===== config.mk =====
export PLATFORM = sky130hd
export DESIGN_NAME = multicycle_ctrl
export DESIGN_NICKNAME = d
export VERILOG_FILES = /design/src/rtl/multicycle_ctrl_pkg.sv /design/src/rtl/branch_eval.sv /design/src/rtl/multicycle_ctrl.sv
export SDC_FILE = /design/constraint.sdc
export NUM_CORES = 1
export LEC_CHECK = 0
export CORE_ASPECT_RATIO = 0.8
export CORE_UTILIZATION = 45
export CTS_CLUSTER_SIZE = 8
export DETAILED_ROUTE_END_ITERATION = 8
export PLACE_DENSITY = 0.89
export SYNTH_ARGS = -nofsm -noshare
export SYNTH_HDL_FRONTEND = slang
export SYNTH_SLANG_ARGS = --single-unit

===== constraint.sdc =====
create_clock -name clk -period 2.3 [get_ports clk]
set_input_delay 0.23 -clock clk [delete_from_list [all_inputs] [get_ports clk]]
set_output_delay 0.23 -clock clk [all_outputs]
set_load 0.01 [all_outputs]

===== src/rtl/multicycle_ctrl_pkg.sv =====
// Shared definitions for the multicycle controller: state encoding, writeback
// source codes, decoder one-hot bit positions and the registered opcode class.
package multicycle_ctrl_pkg;

    typedef enum logic [2:0] {
        S_IDLE    = 3'd0,
        S_FETCH   = 3'd1,
        S_DECODE  = 3'd2,
        S_EXEC    = 3'd3,
        S_MEM     = 3'd4,
        S_WB      = 3'd5,
        S_WAIT_IN = 3'd6
    } state_t;

    localparam logic [1:0] WB_ALU   = 2'd0;
    localparam logic [1:0] WB_DMEM  = 2'd1;
    localparam logic [1:0] WB_INPUT = 2'd2;
    localparam logic [1:0] WB_IMM   = 2'd3;

    localparam int DEC_W      = 23;
    localparam int BIT_NOOP   = 0;
    localparam int BIT_IN_LO  = 1;
    localparam int BIT_IN_HI  = 4;
    localparam int BIT_ALU_NF = 5;
    localparam int BIT_LOADI  = 6;
    localparam int BIT_LD_LO  = 11;
    localparam int BIT_LD_HI  = 12;
    localparam int BIT_ST_LO  = 13;
    localparam int BIT_ST_HI  = 14;
    localparam int BIT_CMP    = 17;
    localparam int BIT_JUMP   = 18;
    localparam int BIT_BRE    = 19;
    localparam int BIT_BRNE   = 20;
    localparam int BIT_BRG    = 21;
    localparam int BIT_BRGE   = 22;

    localparam logic [DEC_W-1:0] MASK_INPUT = 23'h00001E;
    localparam logic [DEC_W-1:0] MASK_ALU   = 23'h0187E0;  // bits 5-10, 15-16
    localparam logic [DEC_W-1:0] MASK_LOAD  = 23'h001800;
    localparam logic [DEC_W-1:0] MASK_STORE = 23'h006000;
    localparam logic [DEC_W-1:0] MASK_BR    = 23'h780000;

    typedef enum logic [3:0] {
        CLS_NOOP, CLS_INPUT, CLS_ALU, CLS_ALU_NF, CLS_LOADI,
        CLS_CMP, CLS_LOAD, CLS_STORE, CLS_JUMP, CLS_BR
    } cls_t;

    // Anything that is not exactly one-hot decays to NOOP.
    function automatic cls_t classify(input logic [DEC_W-1:0] d);
        cls_t c;
        c = CLS_NOOP;
        if (d == '0 || (d & (d - 1'b1)) != '0) c = CLS_NOOP;
        else if (d[BIT_NOOP])             c = CLS_NOOP;
        else if ((d & MASK_INPUT) != '0)  c = CLS_INPUT;
        else if (d[BIT_ALU_NF])           c = CLS_ALU_NF;
        else if (d[BIT_LOADI])            c = CLS_LOADI;
        else if ((d & MASK_ALU) != '0)    c = CLS_ALU;
        else if (d[BIT_CMP])              c = CLS_CMP;
        else if ((d & MASK_LOAD) != '0)   c = CLS_LOAD;
        else if ((d & MASK_STORE) != '0)  c = CLS_STORE;
        else if (d[BIT_JUMP])             c = CLS_JUMP;
        else if ((d & MASK_BR) != '0)     c = CLS_BR;
        return c;
    endfunction

endpackage


===== src/rtl/branch_eval.sv =====
// Branch condition evaluator: ALU flags plus branch one-hot (BRE, BRNE, BRG, BRGE) -> taken.
module branch_eval (
    input  logic       i_flag_z,
    input  logic       i_flag_n,
    input  logic       i_flag_o,
    input  logic [3:0] i_br_onehot,
    output logic       o_taken
);
    logic w_ge;

    assign w_ge    = (i_flag_n == i_flag_o);
    assign o_taken = (i_br_onehot[0] &  i_flag_z)
                   | (i_br_onehot[1] & ~i_flag_z)
                   | (i_br_onehot[2] & ~i_flag_z & w_ge)
                   | (i_br_onehot[3] &  w_ge);
endmodule


===== src/rtl/multicycle_ctrl.sv =====
// Multicycle CPU control FSM: sequences fetch/decode/execute/memory/writeback and
// an input-wait state with timeout; all strobes decode from state and opcode class.
module multicycle_ctrl
    import multicycle_ctrl_pkg::*;
#(
    parameter int IN_TIMEOUT = 255,
    parameter int OPW        = 8
) (
    input  logic             clk,
    input  logic             reset,
    input  logic             run,
    input  logic             step,
    input  logic [OPW-1:0]   opcode_in,
    input  logic [22:0]      dec_onehot,
    input  logic             flag_z,
    input  logic             flag_n,
    input  logic             flag_o,
    input  logic             in_valid,
    output logic [OPW-1:0]   opcode_ir,
    output logic             dec_en,
    output logic             imem_re,
    output logic             ir_we,
    output logic             pc_we,
    output logic             pc_sel,
    output logic             reg_re,
    output logic             alu_en,
    output logic             flags_we,
    output logic             dmem_re,
    output logic             dmem_we,
    output logic             reg_we,
    output logic [1:0]       wb_sel,
    output logic             in_ready,
    output logic             in_timeout,
    output logic [2:0]       state
);
    localparam int CNT_W = $clog2(IN_TIMEOUT + 1);
    localparam logic [CNT_W-1:0] CNT_LAST = CNT_W'(IN_TIMEOUT - 1);

    state_t           r_state;
    state_t           w_next;
    state_t           w_end;
    cls_t             r_cls;
    cls_t             w_cls;
    logic [3:0]       r_br;
    logic [OPW-1:0]   r_ir;
    logic [CNT_W-1:0] r_cnt;
    logic             r_timeout;
    logic             w_taken;
    logic             w_cnt_last;

    assign w_cls      = classify(dec_onehot);
    assign w_end      = run ? S_FETCH : S_IDLE;
    assign w_cnt_last = (r_cnt == CNT_LAST);
    assign opcode_ir  = r_ir;
    assign in_timeout = r_timeout;
    assign state      = r_state;

    branch_eval u_branch_eval (
        .i_flag_z    (flag_z),
        .i_flag_n    (flag_n),
        .i_flag_o    (flag_o),
        .i_br_onehot (r_br),
        .o_taken     (w_taken)
    );

    always_ff @(posedge clk or posedge reset) begin
        if (reset) begin
            r_state   <= S_IDLE;
            r_ir      <= '0;
            r_cls     <= CLS_NOOP;
            r_br      <= '0;
            r_cnt     <= '0;
            r_timeout <= 1'b0;
        end else begin
            r_state <= w_next;
            if (r_state == S_FETCH) r_ir <= opcode_in;
            if (r_state == S_DECODE) begin
                r_cls <= w_cls;
                r_br  <= dec_onehot[BIT_BRGE:BIT_BRE];
                r_cnt <= '0;
            end
            if (r_state == S_WAIT_IN) begin
                r_cnt <= r_cnt + 1'b1;
                if (!in_valid && w_cnt_last) r_timeout <= 1'b1;
            end
        end
    end

    always_comb begin
        w_next   = r_state;
        dec_en   = 1'b0;
        imem_re  = 1'b0;
        ir_we    = 1'b0;
        pc_we    = 1'b0;
        pc_sel   = 1'b0;
        reg_re   = 1'b0;
        alu_en   = 1'b0;
        flags_we = 1'b0;
        dmem_re  = 1'b0;
        dmem_we  = 1'b0;
        reg_we   = 1'b0;
        wb_sel   = WB_ALU;
        in_ready = 1'b0;
        case (r_state)
            S_IDLE: if (run || step) w_next = S_FETCH;
            S_FETCH: begin
                imem_re = 1'b1;
                ir_we   = 1'b1;
                pc_we   = 1'b1;
                w_next  = S_DECODE;
            end
            S_DECODE: begin
                dec_en = 1'b1;
                reg_re = 1'b1;
                case (w_cls)
                    CLS_NOOP:  w_next = w_end;
                    CLS_INPUT: w_next = S_WAIT_IN;
                    default:   w_next = S_EXEC;
                endcase
            end
            S_EXEC: begin
                w_next = w_end;
                case (r_cls)
                    CLS_ALU: begin
                        alu_en   = 1'b1;
                        flags_we = 1'b1;
                        w_next   = S_WB;
                    end
                    CLS_ALU_NF, CLS_LOADI: begin
                        alu_en = 1'b1;
                        w_next = S_WB;
                    end
                    CLS_CMP: begin
                        alu_en   = 1'b1;
                        flags_we = 1'b1;
                    end
                    CLS_LOAD, CLS_STORE: w_next = S_MEM;
                    CLS_JUMP: begin
                        pc_we  = 1'b1;
                        pc_sel = 1'b1;
                    end
                    CLS_BR: begin
                        pc_we  = w_taken;
                        pc_sel = w_taken;
                    end
                    default: ;
                endcase
            end
            S_MEM: begin
                if (r_cls == CLS_LOAD) begin
                    dmem_re = 1'b1;
                    w_next  = S_WB;
                end else begin
                    dmem_we = 1'b1;
                    w_next  = w_end;
                end
            end
            S_WB: begin
                reg_we = 1'b1;
                w_next = w_end;
                case (r_cls)
                    CLS_LOAD:  wb_sel = WB_DMEM;
                    CLS_INPUT: wb_sel = WB_INPUT;
                    CLS_LOADI: wb_sel = WB_IMM;
                    default:   wb_sel = WB_ALU;
                endcase
            end
            S_WAIT_IN: begin
                in_ready = 1'b1;
                if (in_valid || w_cnt_last) w_next = S_WB;
            end
            default: w_next = S_IDLE;
        endcase
    end
endmodule


==> impl_metrics.py <==
metrics = {
    "floorplan": {
        "die_y_um": 61.9,
        "initial_utilization_pct": 47.6,
        "core_area_um2": 4230,
        "die_w_um": 76.8,
        "io_pins": 65,
        "rows": 21,
        "dieArea_um2": 4750,
    },
    "run": {
        "drv_cap": 0,
    },
    "logic_synthesis": {
        "yosysMostFrequentCell": "nand2_1",
        "synth_common_cells": "nand2_1 (33), dfrtp_1 (28), nor2_1 (25)",
        "synth_compound_area_share_pct": 20.9,
        "synth.distinct_cells": 52,
        "yosys.area.top_type": "dfrtp_1",
        "ys_seq_area_share_pct": 34.8,
        "synth-simple-area-share_pct": 30.6,
        "synth.avg_cell_area_um2": 8.19,
        "synth_top_area_share_pct": 34.8,
        "ys_warn_count": 0,
        "synth_top_family_by_area": "simple AND/OR/NAND/NOR gates",
        "yosys-top-cells-area": "dfrtp_1 (35%), nand2_1 (6.1%), nor2_1 (4.7%), mux2_2 (4.5%), o21ai_0 (4.2%)",
        "netlist_area_um2": 2020,
        "synthArstFlopShare_pct": 100,
        "synth_edf_count": 0,
        "syn-num-nets": 287,
        "ys.flop_type": "dfrtp_1",
        "synthMuxAreaShare_pct": 4.97,
        "yosys.area_share.adder_pct": 1.24,
        "synth.ff_latch_count": 28,
        "synth_xor_area_share_pct": 1.74,
        "syn_inst": 246,
    },
    "cells_and_area": {
        "stdcell_count": 419,
        "utilization_pct": 76.8,
        "num_antenna_cells": 0,
        "seqCellArea_um2": 701,
        "nets": 404,
        "post_route_cells_drive_above_1_share_pct": 30.1,
        "multiInputGateArea_um2": 1300,
        "num-fill-cells": 298,
        "area_growth_pct": 61.3,
        "postLayoutCellArea_um2": 3250,
    },
    "grt": {
        "grt_max_degree": 29,
        "grt_pass1_vias": 2269,
        "overflow": 0,
        "grt_pass1_wl_um": 10500,
        "grt_use_total_pct": 28.3,
        "antenna_found_initial": 0,
    },
    "drt": {
        "ant_nets": 0,
        "num_vias": 2433,
        "dr.first_iter.drc_count": 249,
        "finalWirelength_um": 6830,
        "dr.pass1.iters": 6,
        "drc": 0,
        "viasPerCell": 5.81,
        "routedWlPerCell_um": 16.3,
    },
    "timing": {
        "finalSetupTns_ns": -0.539,
        "post-route-period-util_pct": 113,
        "worstMarginPinSlew_ns": 0.426,
        "slew_headroom_pct": 71.4,
        "setup_viol": 4,
        "postLayoutSetupSlackWorst_ns": -0.293,
        "fin_skew_ns": 0.000925,
        "rsz0062_at_grt": "yes",
        "clock.fmax_mhz": 386,
        "hold_viol_final": 0,
        "min_period_ns": 2.59,
        "final_max_slew_viol_count": 0,
    },
    "clock_tree": {
        "clk_pin_slew_worst_paths_ns": 0.09,
        "hold_buffers": 0,
        "cts_sinks": 28,
        "numCtsBuffers": 3,
        "cts-root-buf": "clkbuf_8",
        "ctsLongestPathBuffers": 2,
        "worstSkewPairLatency_ns": 0.27,
        "cts_tree": "built",
        "cts_max_level": 1,
    },
    "placed_design": {
        "place.gp.congestion": 0.923,
        "portBuffers": 64,
        "dp.cells": 404,
        "hpwl_um": 4720,
        "place_area_um2": 3050,
    },
    "pwr": {
        "cellPowerDensity_nw_per_um2": 659,
        "ir_drop_uv": 520,
        "leakagePower_nw": 1.40,
    },
    "critical_path": {
        "start_kind": "input pin",
        "worstSetupPathType": "in -> reg",
        "worstPathArrival_ns": 2.76,
        "end_kind": "flip-flop",
        "worst-path-max-fanout": 3,
        "cp.required_ns": 2.46,
    },
    "worst_hold_path": {
        "min_path_type": "in -> async",
    },
    "run_status": {
        "status": "complete, but fails checks",
        "violations": "setup timing",
    },
}
## power breakdown
part           switching, W  internal [W]  total [W]
logic              0.000442      0.000585    0.00103
clock network      0.000148      0.000233   0.000381
registers          0.000115      0.000618   0.000733
## metal layers
metal,up-vias,part of all wire [%],GRT usage (%)
met4,0,2.7,7.14
met5,-,0,0
met1,1128,43,37.7
met3,30,7.4,5.69
met2,139,47,48.5
li1,1136,-,-
## layout make-up
type / count / area share, %
clock buffer: 3 / 1.27
clock inverter: 1 / 0.924
inverter: 13 / 1.50
multi-input combinational: 191 / 40.1
sequential: 28 / 21.6
tap: 57 / 2.19
timing repair buffer: 126 / 32.4
## final timing paths
| path | startpoint | endpoint | slack, ns | depth (start not counted) |
|---|---|---|---|---|
| setup / recovery | dec_onehot[12] | state[0] | -0.29 | 7 |
| hold / removal | reset | in_timeout | 0.32 | 3 |
| setup reg to reg | state[1] | r_cls[3] | 0.18 | 5 |
| hold reg to reg | r_br[2] | r_br[2] | 0.47 | 2 |
| max in group asynchronous | reset | r_br[3] | 1.73 | 3 |
| min in group clk | r_br[2] | r_br[2] | 0.47 | 2 |
## what timing repair did
item | CTS | global route
buffers inserted | 7 | 4
gates resized for setup | 48 | 21
setup endpoints to repair | 10 | 15
pin swaps | 15 | 16
## critical path, stage by stage
cell and delay [ns]:
buf_6 0.09, or4_4 0.53, or2_4 0.26, o31a_1 0.30, or4_4 0.53, or4b_4 0.54
a311o_1 0.27
## flip-flops by register name (all words and copies together) (netlist names)
register / flops
r_cnt: 8
r_br: 4
opcode_ir: 8
state: 3
in_timeout: 1
r_cls: 4
## per-stage QoR
step                power (W)  setup slack [ns]  hold slack (ns)
floorplan             0.00122            -0.469            0.295
global route          0.00228            -0.372            0.369
detailed placement    0.00173            -0.896            0.457
finish                0.00214            -0.293            0.316
CTS                   0.00214            -0.346            0.325
global placement      0.00170            -0.823            0.449
## cell families after synthesis
| family | Yosys count |
|---|---|
| xor gates and xnor gates | 4 |
| adders and majority gates | 2 |
| DFF | 28 |
| muxes | 9 |
| buffers and inverters | 27 |
| and+or+nand+nor | 114 |
| AOI/OAI and AO/OA | 62 |
## placed cells by master, fill, tap and decap left out, drive strengths merged, types with 2 or more instances in the layout
cell / Yosys / final
xnor2: 4 / 4
o41ai: 2 / 2
a21o: 8 / 8
nand2: 33 / 33
nand3: 6 / 6
mux2: 8 / 8
a21oi: 7 / 7
nand4: 6 / 6
a311o: 2 / 2
o21ai: 17 / 17
nor3: 10 / 10
or4: 7 / 7
nor4: 9 / 9
buf: 3 / 66
a211oi: 3 / 3
or2: 3 / 3
a31oi: 2 / 2
o22ai: 3 / 3
ha: 2 / 2
clkbuf: 11 / 10
nand2b: 5 / 5
clkdlybuf4s50: 0 / 45
inv: 12 / 12
nor2: 25 / 25
nor2b: 2 / 2
o31ai: 8 / 8
o21a: 2 / 2
dfrtp: 28 / 28
dlygate4sd2: 0 / 7
Note: power is estimated with default switching activity, not from simulation.
